--- config.mk ---
export PLATFORM = sky130hd
export DESIGN_NAME = cam_frame_ctrl_flat
export DESIGN_NICKNAME = d
export VERILOG_FILES = /design/src/rtl/cam_frame_ctrl_if.sv /design/src/rtl/cam_frame_ctrl.sv /design/src/flat_wrapper.sv
export SDC_FILE = /design/constraint.sdc
export NUM_CORES = 1
export LEC_CHECK = 0
export CAP_MARGIN = 20
export CORE_MARGIN = 2
export CORE_UTILIZATION = 50
export CTS_CLUSTER_SIZE = 28
export DETAILED_ROUTE_END_ITERATION = 8
export GPL_ROUTABILITY_DRIVEN = 0
export PLACE_DENSITY = 0.74
export SLEW_MARGIN = 40
export SYNTH_ARGS = -nofsm -noshare
export SYNTH_HDL_FRONTEND = slang
export SYNTH_SLANG_ARGS = --single-unit
--- constraint.sdc ---
create_clock -name Pclk -period 5.7 [get_ports Pclk]
set_input_delay 0.57 -clock Pclk [delete_from_list [all_inputs] [get_ports Pclk]]
set_output_delay 0.57 -clock Pclk [all_outputs]
set_load 0.01 [all_outputs]
--- src/rtl/cam_frame_ctrl_if.sv ---
// Frame-sequencer bus: camera timing, host control and frame status.
// master drives camera/host inputs; slave is the sequencer side.
interface cam_frame_ctrl_if #(
  parameter int ADDR_W = 17
);
  logic              Vsync;
  logic              Href;
  logic              regWrite;
  logic              start;
  logic              continuous;
  logic              abort;
  logic              cap_en;
  logic              addr_clr;
  logic              busy;
  logic              frame_done;
  logic              frame_err;
  logic [1:0]        err_code;
  logic [7:0]        frame_cnt;
  logic [7:0]        line_cnt;
  logic [ADDR_W-1:0] pix_total;

  modport master (
    output Vsync, Href, regWrite,
    output start, continuous, abort,
    input  cap_en, addr_clr, busy,
    input  frame_done, frame_err, err_code,
    input  frame_cnt, line_cnt, pix_total
  );

  modport slave (
    input  Vsync, Href, regWrite,
    input  start, continuous, abort,
    output cap_en, addr_clr, busy,
    output frame_done, frame_err, err_code,
    output frame_cnt, line_cnt, pix_total
  );
endinterface

--- src/rtl/cam_frame_ctrl.sv ---
// OV7670 frame sequencer: arms capture on a clean Vsync boundary,
// checks line/frame geometry and guards the frame buffer.
module cam_frame_ctrl #(
  parameter int H_PIXELS = 160,
  parameter int V_LINES  = 120,
  parameter int ADDR_W   = 17
) (
  input  logic Pclk,
  input  logic Rst_n,
  cam_frame_ctrl_if.slave bus
);

  localparam logic [ADDR_W-1:0] PIX_MAX  =
    ADDR_W'(H_PIXELS * V_LINES);
  localparam logic [ADDR_W-1:0] LINE_PIX =
    ADDR_W'(H_PIXELS);
  localparam logic [7:0] LINES = 8'(V_LINES);

  typedef enum logic [2:0] {
    IDLE,
    WAIT_BLANK,
    WAIT_START,
    ACTIVE,
    DONE
  } state_e;

  state_e            state_q, state_d;
  logic              vs_q, hr_q;
  logic              cap_q, cap_d;
  logic              aclr_q, aclr_d;
  logic              done_q, done_d;
  logic              ferr_q, ferr_d;
  logic [1:0]        err_q, err_d;
  logic [7:0]        fcnt_q, fcnt_d;
  logic [7:0]        line_q, line_d;
  logic [ADDR_W-1:0] pix_q, pix_d;
  logic [ADDR_W-1:0] lpix_q, lpix_d;

  logic vs_fall, vs_rise, href_fall;

  assign vs_fall   = vs_q & ~bus.Vsync;
  assign vs_rise   = ~vs_q & bus.Vsync;
  assign href_fall = hr_q & ~bus.Href;

  always_ff @(posedge Pclk or negedge Rst_n) begin
    if (!Rst_n) begin
      state_q <= IDLE;
      vs_q    <= 1'b1;
      hr_q    <= 1'b0;
      cap_q   <= 1'b0;
      aclr_q  <= 1'b0;
      done_q  <= 1'b0;
      ferr_q  <= 1'b0;
      err_q   <= '0;
      fcnt_q  <= '0;
      line_q  <= '0;
      pix_q   <= '0;
      lpix_q  <= '0;
    end else begin
      state_q <= state_d;
      vs_q    <= bus.Vsync;
      hr_q    <= bus.Href;
      cap_q   <= cap_d;
      aclr_q  <= aclr_d;
      done_q  <= done_d;
      ferr_q  <= ferr_d;
      err_q   <= err_d;
      fcnt_q  <= fcnt_d;
      line_q  <= line_d;
      pix_q   <= pix_d;
      lpix_q  <= lpix_d;
    end
  end

  always_comb begin
    state_d = state_q;
    cap_d   = cap_q;
    aclr_d  = 1'b0;
    done_d  = 1'b0;
    ferr_d  = 1'b0;
    err_d   = err_q;
    fcnt_d  = fcnt_q;
    line_d  = line_q;
    pix_d   = pix_q;
    lpix_d  = lpix_q;
    if (bus.abort) begin
      state_d = IDLE;
      cap_d   = 1'b0;
    end else begin
      unique case (state_q)
        IDLE: begin
          if (bus.start) begin
            state_d = WAIT_BLANK;
            aclr_d  = 1'b1;
          end
        end
        WAIT_BLANK: begin
          if (bus.Vsync) state_d = WAIT_START;
        end
        WAIT_START: begin
          if (vs_fall) begin
            state_d = ACTIVE;
            line_d  = '0;
            pix_d   = '0;
            lpix_d  = '0;
            err_d   = '0;
            cap_d   = 1'b1;
          end
        end
        ACTIVE: begin
          if (bus.regWrite) lpix_d = lpix_q + 1'b1;
          // line check runs before the frame-level events
          if (href_fall) begin
            if (line_q != 8'hFF) line_d = line_q + 8'd1;
            if (lpix_q != LINE_PIX && err_q != 2'd3)
              err_d = 2'd1;
            lpix_d = '0;
          end
          if (bus.regWrite) begin
            if (pix_q == PIX_MAX) begin
              err_d = 2'd3;
            end else if (cap_q) begin
              pix_d = pix_q + 1'b1;
              if (pix_q == PIX_MAX - 1'b1) cap_d = 1'b0;
            end
          end
          if (vs_rise) begin
            state_d = DONE;
            cap_d   = 1'b0;
          end
        end
        DONE: begin
          if (line_q != LINES && err_q == 2'd0)
            err_d = 2'd2;
          done_d = 1'b1;
          ferr_d = (err_d != 2'd0);
          fcnt_d = fcnt_q + 8'd1;
          if (bus.continuous) begin
            state_d = WAIT_START;
            aclr_d  = 1'b1;
          end else begin
            state_d = IDLE;
          end
        end
        default: state_d = IDLE;
      endcase
    end
  end

  assign bus.cap_en     = cap_q;
  assign bus.addr_clr   = aclr_q;
  assign bus.busy       = (state_q != IDLE);
  assign bus.frame_done = done_q;
  assign bus.frame_err  = ferr_q;
  assign bus.err_code   = err_q;
  assign bus.frame_cnt  = fcnt_q;
  assign bus.line_cnt   = line_q;
  assign bus.pix_total  = pix_q;

endmodule

--- src/flat_wrapper.sv ---
// flat-port wrapper written by rule: the top's interface ports become plain ports
module cam_frame_ctrl_flat 
#(
  parameter int H_PIXELS = 160,
  parameter int V_LINES  = 120,
  parameter int ADDR_W   = 17
)
  (Pclk, Rst_n, bus_Vsync, bus_Href, bus_regWrite, bus_start, bus_continuous, bus_abort, bus_cap_en, bus_addr_clr, bus_busy, bus_frame_done, bus_frame_err, bus_err_code, bus_frame_cnt, bus_line_cnt, bus_pix_total);
  cam_frame_ctrl_if #(.ADDR_W(ADDR_W)) bus_i ();
  input  logic Pclk;
  input  logic Rst_n;
  input wire logic [$bits(bus_i.Vsync)-1:0] bus_Vsync;
  input wire logic [$bits(bus_i.Href)-1:0] bus_Href;
  input wire logic [$bits(bus_i.regWrite)-1:0] bus_regWrite;
  input wire logic [$bits(bus_i.start)-1:0] bus_start;
  input wire logic [$bits(bus_i.continuous)-1:0] bus_continuous;
  input wire logic [$bits(bus_i.abort)-1:0] bus_abort;
  output wire logic [$bits(bus_i.cap_en)-1:0] bus_cap_en;
  output wire logic [$bits(bus_i.addr_clr)-1:0] bus_addr_clr;
  output wire logic [$bits(bus_i.busy)-1:0] bus_busy;
  output wire logic [$bits(bus_i.frame_done)-1:0] bus_frame_done;
  output wire logic [$bits(bus_i.frame_err)-1:0] bus_frame_err;
  output wire logic [$bits(bus_i.err_code)-1:0] bus_err_code;
  output wire logic [$bits(bus_i.frame_cnt)-1:0] bus_frame_cnt;
  output wire logic [$bits(bus_i.line_cnt)-1:0] bus_line_cnt;
  output wire logic [$bits(bus_i.pix_total)-1:0] bus_pix_total;
  assign bus_i.Vsync = bus_Vsync;
  assign bus_i.Href = bus_Href;
  assign bus_i.regWrite = bus_regWrite;
  assign bus_i.start = bus_start;
  assign bus_i.continuous = bus_continuous;
  assign bus_i.abort = bus_abort;
  assign bus_cap_en = bus_i.cap_en;
  assign bus_addr_clr = bus_i.addr_clr;
  assign bus_busy = bus_i.busy;
  assign bus_frame_done = bus_i.frame_done;
  assign bus_frame_err = bus_i.frame_err;
  assign bus_err_code = bus_i.err_code;
  assign bus_frame_cnt = bus_i.frame_cnt;
  assign bus_line_cnt = bus_i.line_cnt;
  assign bus_pix_total = bus_i.pix_total;
  cam_frame_ctrl #(.H_PIXELS(H_PIXELS), .V_LINES(V_LINES), .ADDR_W(ADDR_W)) u_core (.Pclk(Pclk), .Rst_n(Rst_n), .bus(bus_i));
endmodule
-- Yosys cells after proc, flatten, opt, wreduce, memory -nomap -nowiden
Index checks and enable logic that the tools add are counted.
- register bits: 61
- bits in latches: 0
- memory bits (writable): 0
- ROM bits: 0
- input bits: 8
- word-level logic and storage cells: 106
- memories: 0
- add/sub/neg operators: 4
- multipliers: 0
- divide/modulo/power cells: 0
- order comparisons: 0
- eq/ne operators: 23
- shifts and indexed selects: 0
- multiplexer cells: 44
- bitwise logic cells: 7
- reduce and logical (&&, ||, !) cells: 16
- operators with widths (kind ; count):
    2-to-1 mux 17 bit ; 6
    one-hot mux 17 bit (2 select lines) ; 2
    adder 17 x 1 -> 17 bit (second input constant) ; 2
    == test 17 x 15 -> 1 bit (second input constant) ; 2
    2-to-1 mux 8 bit ; 3
    2-to-1 mux 2 bit ; 9
    inequality test 17 x 8 -> 1 bit (second input constant) ; 1
    adder 8 x 1 -> 8 bit (second input constant) ; 2
    one-hot mux 8 bit (2 select lines) ; 1
    2-to-1 mux 3 bit ; 5
    one-hot mux 3 bit (5 select lines) ; 1
    2-to-1 mux 1 bit ; 14
    AND reduction 4 bit ; 3
    inequality test 3 x 2 -> 1 bit (second input constant) ; 3
    nonzero test 3 bit ; 3
    inequality test 2 x 1 -> 1 bit (second input constant) ; 4
    inequality test 4 x 3 -> 1 bit (second input constant) ; 2
    inequality test 8 x 7 -> 1 bit (second input constant) ; 1
    inequality test 8 bit (second input constant) ; 1
    == test 3 x 2 -> 1 bit (second input constant) ; 2
    inequality test 2 bit (second input constant) ; 3
    inequality test 3 bit (second input constant) ; 2
    one-hot mux 2 bit (3 select lines) ; 1
    AND reduction 6 bit ; 1
    other kinds (12) ; 20

-- Longest topological paths before layout
- depth after elaboration: 8
- depth in mapped cells: 7
- mapped depth without buffers: 7

-- Worst setup path before layout
Ideal clock, no wire load.
- path type: register to register
- from: reg u_core.pix_q[12], in the netlist u_core.bus.pix_total[12]
- to: reg u_core.pix_q[8], in the netlist u_core.bus.pix_total[8]
- arrival: 1.894 ns
- required time: 5.621 ns
- slack: 3.726 ns
- stages on the path, launching flop included: 6
- period minus slack after synthesis: 1.974 ns
- cells stage by stage: dfrtp_1 or4b_2 nor4b_4 a21boi_2 nand4_1 mux2i_1
- cells in the longest elaborated chain, start to end: 3
- RTL lines (element ; line ; source):
    start: declaration ; cam_frame_ctrl.sv:36 ; logic [ADDR_W-1:0] pix_q, pix_d;
    start signal: assignment ; cam_frame_ctrl.sv:70 ; pix_q <= pix_d;
    == test 17 x 15 -> 1 bit ; cam_frame_ctrl.sv:120 ; if (pix_q == PIX_MAX) begin
    inequality test 2 bit (no source line) ; -- ;
    AND reduction 6 bit (no source line) ; -- ;
No other way between the ends.
A chain may end at the register's enable or synchronous reset.

-- Worst setup path in the final report
- from: reg u_core.state_q[2]
- to: out bus_busy
- cells in the longest elaborated chain, start to end: 1
- RTL lines (element ; line ; source):
    start: declaration ; cam_frame_ctrl.sv:27 ; state_e state_q, state_d;
    start signal: assignment ; cam_frame_ctrl.sv:60 ; state_q <= state_d;
    nonzero test 3 bit ; cam_frame_ctrl.sv:152 ; assign bus.busy = (state_q != IDLE);
    end: declaration ; flat_wrapper.sv:20 ; output wire logic [$bits(bus_i.busy)-1:0] bus_busy;
No other way between the ends.

==> impl_metrics.csv <==
group,metric,value,unit
detailed_routing,drtIter0Drc,143,
sta,hold_viol,0,
global_route,grt_use_total,21.50,%
logic_synthesis,synth_edf_count,0,
die,start_util,52.25,%
logic_synthesis,synth_top_area_cell,"dfrtp_1",
detailed_routing,post_drt_via_cell_ratio,5.996,
worst_setup_path,rrSetupSlack,3560,ps
job,maxCapViolations,0,
power_and_ir_drop,p_leak,0.001709,uW
worst_setup_path,r2r_cells,5,
worst_setup_path,cp_max_fo,11,
global_route,grt_max_degree,62,
die,die-area,0.007344,sq mm
cts,cts_sinks,61,
cts,cts_tree,"yes",
power_and_ir_drop,p_seq_share,44.5,%
worst_hold_path,min_path_type,"in2async",
sta,timing.fmax,0.4293,GHz
worst_setup_path,start_kind,"flip-flop",
global_route,grt.overflow.total,0,
power_and_ir_drop,p_total,1156,uW
global_route,grt_pass1_vias,2741,
cts,cts_max_level,3,
cts,cts_root_buf,"clkbuf_8",
logic_synthesis,synth-seq-cells,61,
cts,ctsHoldBuffers,0,
run_status,status,"completed",
power_and_ir_drop,cellInternalPower,848.6,uW
sta,fin_crit_sh,40.86,%
place,pre_cts_slack,3076,ps
logic_synthesis,synth-main-ff-cell,"dfrtp_1",
logic_synthesis,ys_warn_count,0,
power_and_ir_drop,p_sw_share,26.59,%
logic_synthesis,synth_top_area_share,44.99,%
place,place.port_buffers,47,
detailed_routing,ant_nets,0,
die,io_pins,48,
logic_synthesis,ys_seq_area_share,45.78,%
worst_setup_path,required,5130,ps
detailed_routing,vias,2896,
die,die_x,85.70,um
power_and_ir_drop,p_per_area,281.4,mW/mm^2
sta,maxSlewHeadroom,50.48,%
detailed_routing,wl_per_cell,15.39,um
detailed_routing,drc,0,
logic_synthesis,synth_compound_area_share,12.34,%
logic_synthesis,synth_area,0.003337,sq mm
sta,min_period,2329,ps
logic_synthesis,muxShareOfSynthArea,1.537,%
worst_setup_path,critPathBufInv,1,
sta,whs,294.8,ps
logic_synthesis,synthXorXnorAreaFrac,6.299,%
place,dp_hpwl,5117,um
die,rows,29,
sta,worstMarginPinSlew,742.7,ps
cts,clk_latency,340,ps
sta,grt_setup_unrepaired,"false",
place,dp_cells,467,
logic_synthesis,async_flop_share,100.0,%
logic_synthesis,ys_top_cells_by_area,"dfrtp_1 45%, xnor2_1 5.2%, nor2_1 3.9%",
sta,slew_viol_final,0,
logic_synthesis,syn_inst,354,
worst_setup_path,critical-path-top-delay-family,"flip-flops",
logic_synthesis,synth_nets,369,
sta,fin_skew,8.354,ps
worst_setup_path,slowest_stage,"dfrtp_1",
sta,fin_tns_setup,0,ps
logic_synthesis,synthAdderAreaFrac,2.625,%
layout,layout-drive-gt1-share,8.128,%
detailed_routing,first_pass_iters,5,
power_and_ir_drop,max-vdd-ir-drop,0.2097,mV
worst_setup_path,rr_startpoint,"u_core.bus.pix_total[12]$_DFFE_PN0P_",
cts,clock_path_buffers,2,
sta,setup_violations,0,
layout,finalNonFillerCells,483,
die,fp.coreArea,0.006386,sq mm
logic_synthesis,synth-simple-area-share,28.98,%
power_and_ir_drop,combPwrFrac,15.2,%
worst_setup_path,cp.arrival,1760,ps
worst_setup_path,end_kind,"primary output",
global_route,antenna_found_initial,0,
logic_synthesis,synth_cell_types,54,
die,die_h,85.70,um
sta,worst_slack,3371,ps
logic_synthesis,synth_top_family_by_area,"simple AND/OR/NAND/NOR gates",
worst_setup_path,regToRegEndpoint,"u_core.bus.pix_total[8]$_DFFE_PN0P_",
worst_setup_path,crit_chain,"or3_1, clkdlybuf4s50_1",
power_and_ir_drop,clkPwrFrac,40.3,%
layout,antennaDiodeCount,0,
power_and_ir_drop,switchingPower,307.5,uW
cts,numCtsBuffers,9,
global_route,grt_first_pass_wirelength,12680,um
cts,cts_resized,0,
worst_setup_path,max_stage_delay,520,ps
cts,clkTransAtPathRegs,70,ps
layout,syn_to_final_growth,23.10,%
cts,post-cts-setup-buffer-count,0,
logic_synthesis,avgSynthCellArea,9.426,sq um
worst_setup_path,path_class,"reg2out",
detailed_routing,routed_wl,7432,um
layout,nets,416,
area by class of cell:
cell class | instances | area, sq um
sequential | 61 | 1528
clock buffer | 13 | 178.9
fill | 543 | 2278
tap | 77 | 96.34
inverter | 9 | 33.78
timing repair buffer | 48 | 476.7
clock inverter | 3 | 65.06
multi-input combinational | 272 | 1729
cell usage in the layout, fill, tap and decap left out, types with 6 or more instances in the layout:
master	count
o21ai_0	14
and3_1	11
nand2b_1	6
nor3_1	10
nor4_1	8
inv_1	9
dfrtp_1	60
nand2_1	33
clkdlybuf4s50_1	46
clkbuf_8	13
nor2_1	35
xnor2_1	20
nand4_1	12
ha_1	7
a21oi_1	13
nand3_1	23
flip-flops by register name (all words and copies together) (netlist names):
register	count
u_core.bus.err_code	2
u_core.bus.cap_en	1
u_core.state_q	3
u_core.hr_q	1
u_core.vs_q	1
u_core.bus.pix_total	17
u_core.bus.addr_clr	1
u_core.bus.frame_cnt	8
u_core.bus.frame_done	1
u_core.lpix_q	17
u_core.bus.line_cnt	8
u_core.bus.frame_err	1
metrics by stage:
step	utilization (%)	cell area (sq um)
2_1_floorplan	-	3337
3_3_place_gp	60.42	3859
3_5_place_dp	60.42	3859
4_1_cts	64.24	4103
5_1_grt	64.32	4108
6_report	64.32	4108
cells by family after synthesis:
group                      after synthesis
buffers and inverters                   21
AOI/OAI and AO/OA                       61
xor gates and xnor gates                24
muxes                                    5
adders and majority gates                7
and+or+nand+nor                        175
DFF                                     61
cells in the mapped netlist (3+ instances only):
| cell | number |
|---|---|
| o31ai_1 | 4 |
| and4_1 | 5 |
| dfrtp_1 | 60 |
| and3_1 | 11 |
| a31oi_1 | 4 |
| nor3b_1 | 3 |
| clkbuf_1 | 10 |
| mux2i_1 | 4 |
| nor3_1 | 10 |
| a22o_1 | 3 |
| nor2_1 | 35 |
| xnor2_1 | 20 |
| nand2_1 | 33 |
| xor2_1 | 4 |
| nor4_1 | 8 |
| nor2b_1 | 4 |
| o21ai_0 | 14 |
| inv_1 | 9 |
| or4_1 | 5 |
| nand4_1 | 12 |
| o211ai_1 | 3 |
| a21o_1 | 3 |
| ha_1 | 7 |
| nor4b_1 | 4 |
| a41oi_1 | 4 |
| a21oi_1 | 13 |
| nand2b_1 | 6 |
| a31o_2 | 3 |
| nand3_1 | 23 |
power by group through the flow:
stage / sequential (uW) / clock (uW) / combinational (uW)
2_1_floorplan: 516 / 0 / 89.8
3_3_place_gp: 521 / 0 / 174
3_5_place_dp: 521 / 0 / 177
4_1_cts: 513 / 473 / 178
5_1_grt: 521 / 490 / 198
6_report: 515 / 466 / 176
routing by layer:
metal	global-route usage (%)	part of all wire, %	wire length, um
met5	0	0	0
met1	29.53	46	3440
met3	3.080	4.7	351
met2	34.09	47	3529
met4	9.380	1.5	110
worst max-delay path by stage:
stage / start / to / slack, ps / cells past startpoint
4_1_cts: u_core.state_q[2]$_DFFE_PN0P_ / bus_busy / 3360 / 2
6_report: u_core.state_q[2]$_DFFE_PN0P_ / bus_busy / 3370 / 2
2_1_floorplan: u_core.bus.pix_total[12]$_DFFE_PN0P_ / u_core.bus.pix_total[8]$_DFFE_PN0P_ / 3730 / 5
5_1_grt: bus_abort / u_core.bus.line_cnt[5]$_DFFE_PN0P_ / 3250 / 5
3_5_place_dp: bus_abort / u_core.bus.line_cnt[6]$_DFFE_PN0P_ / 3080 / 5
3_3_place_gp: bus_abort / u_core.bus.pix_total[9]$_DFFE_PN0P_ / 3120 / 6
Note: power is estimated with default switching activity, not from simulation.
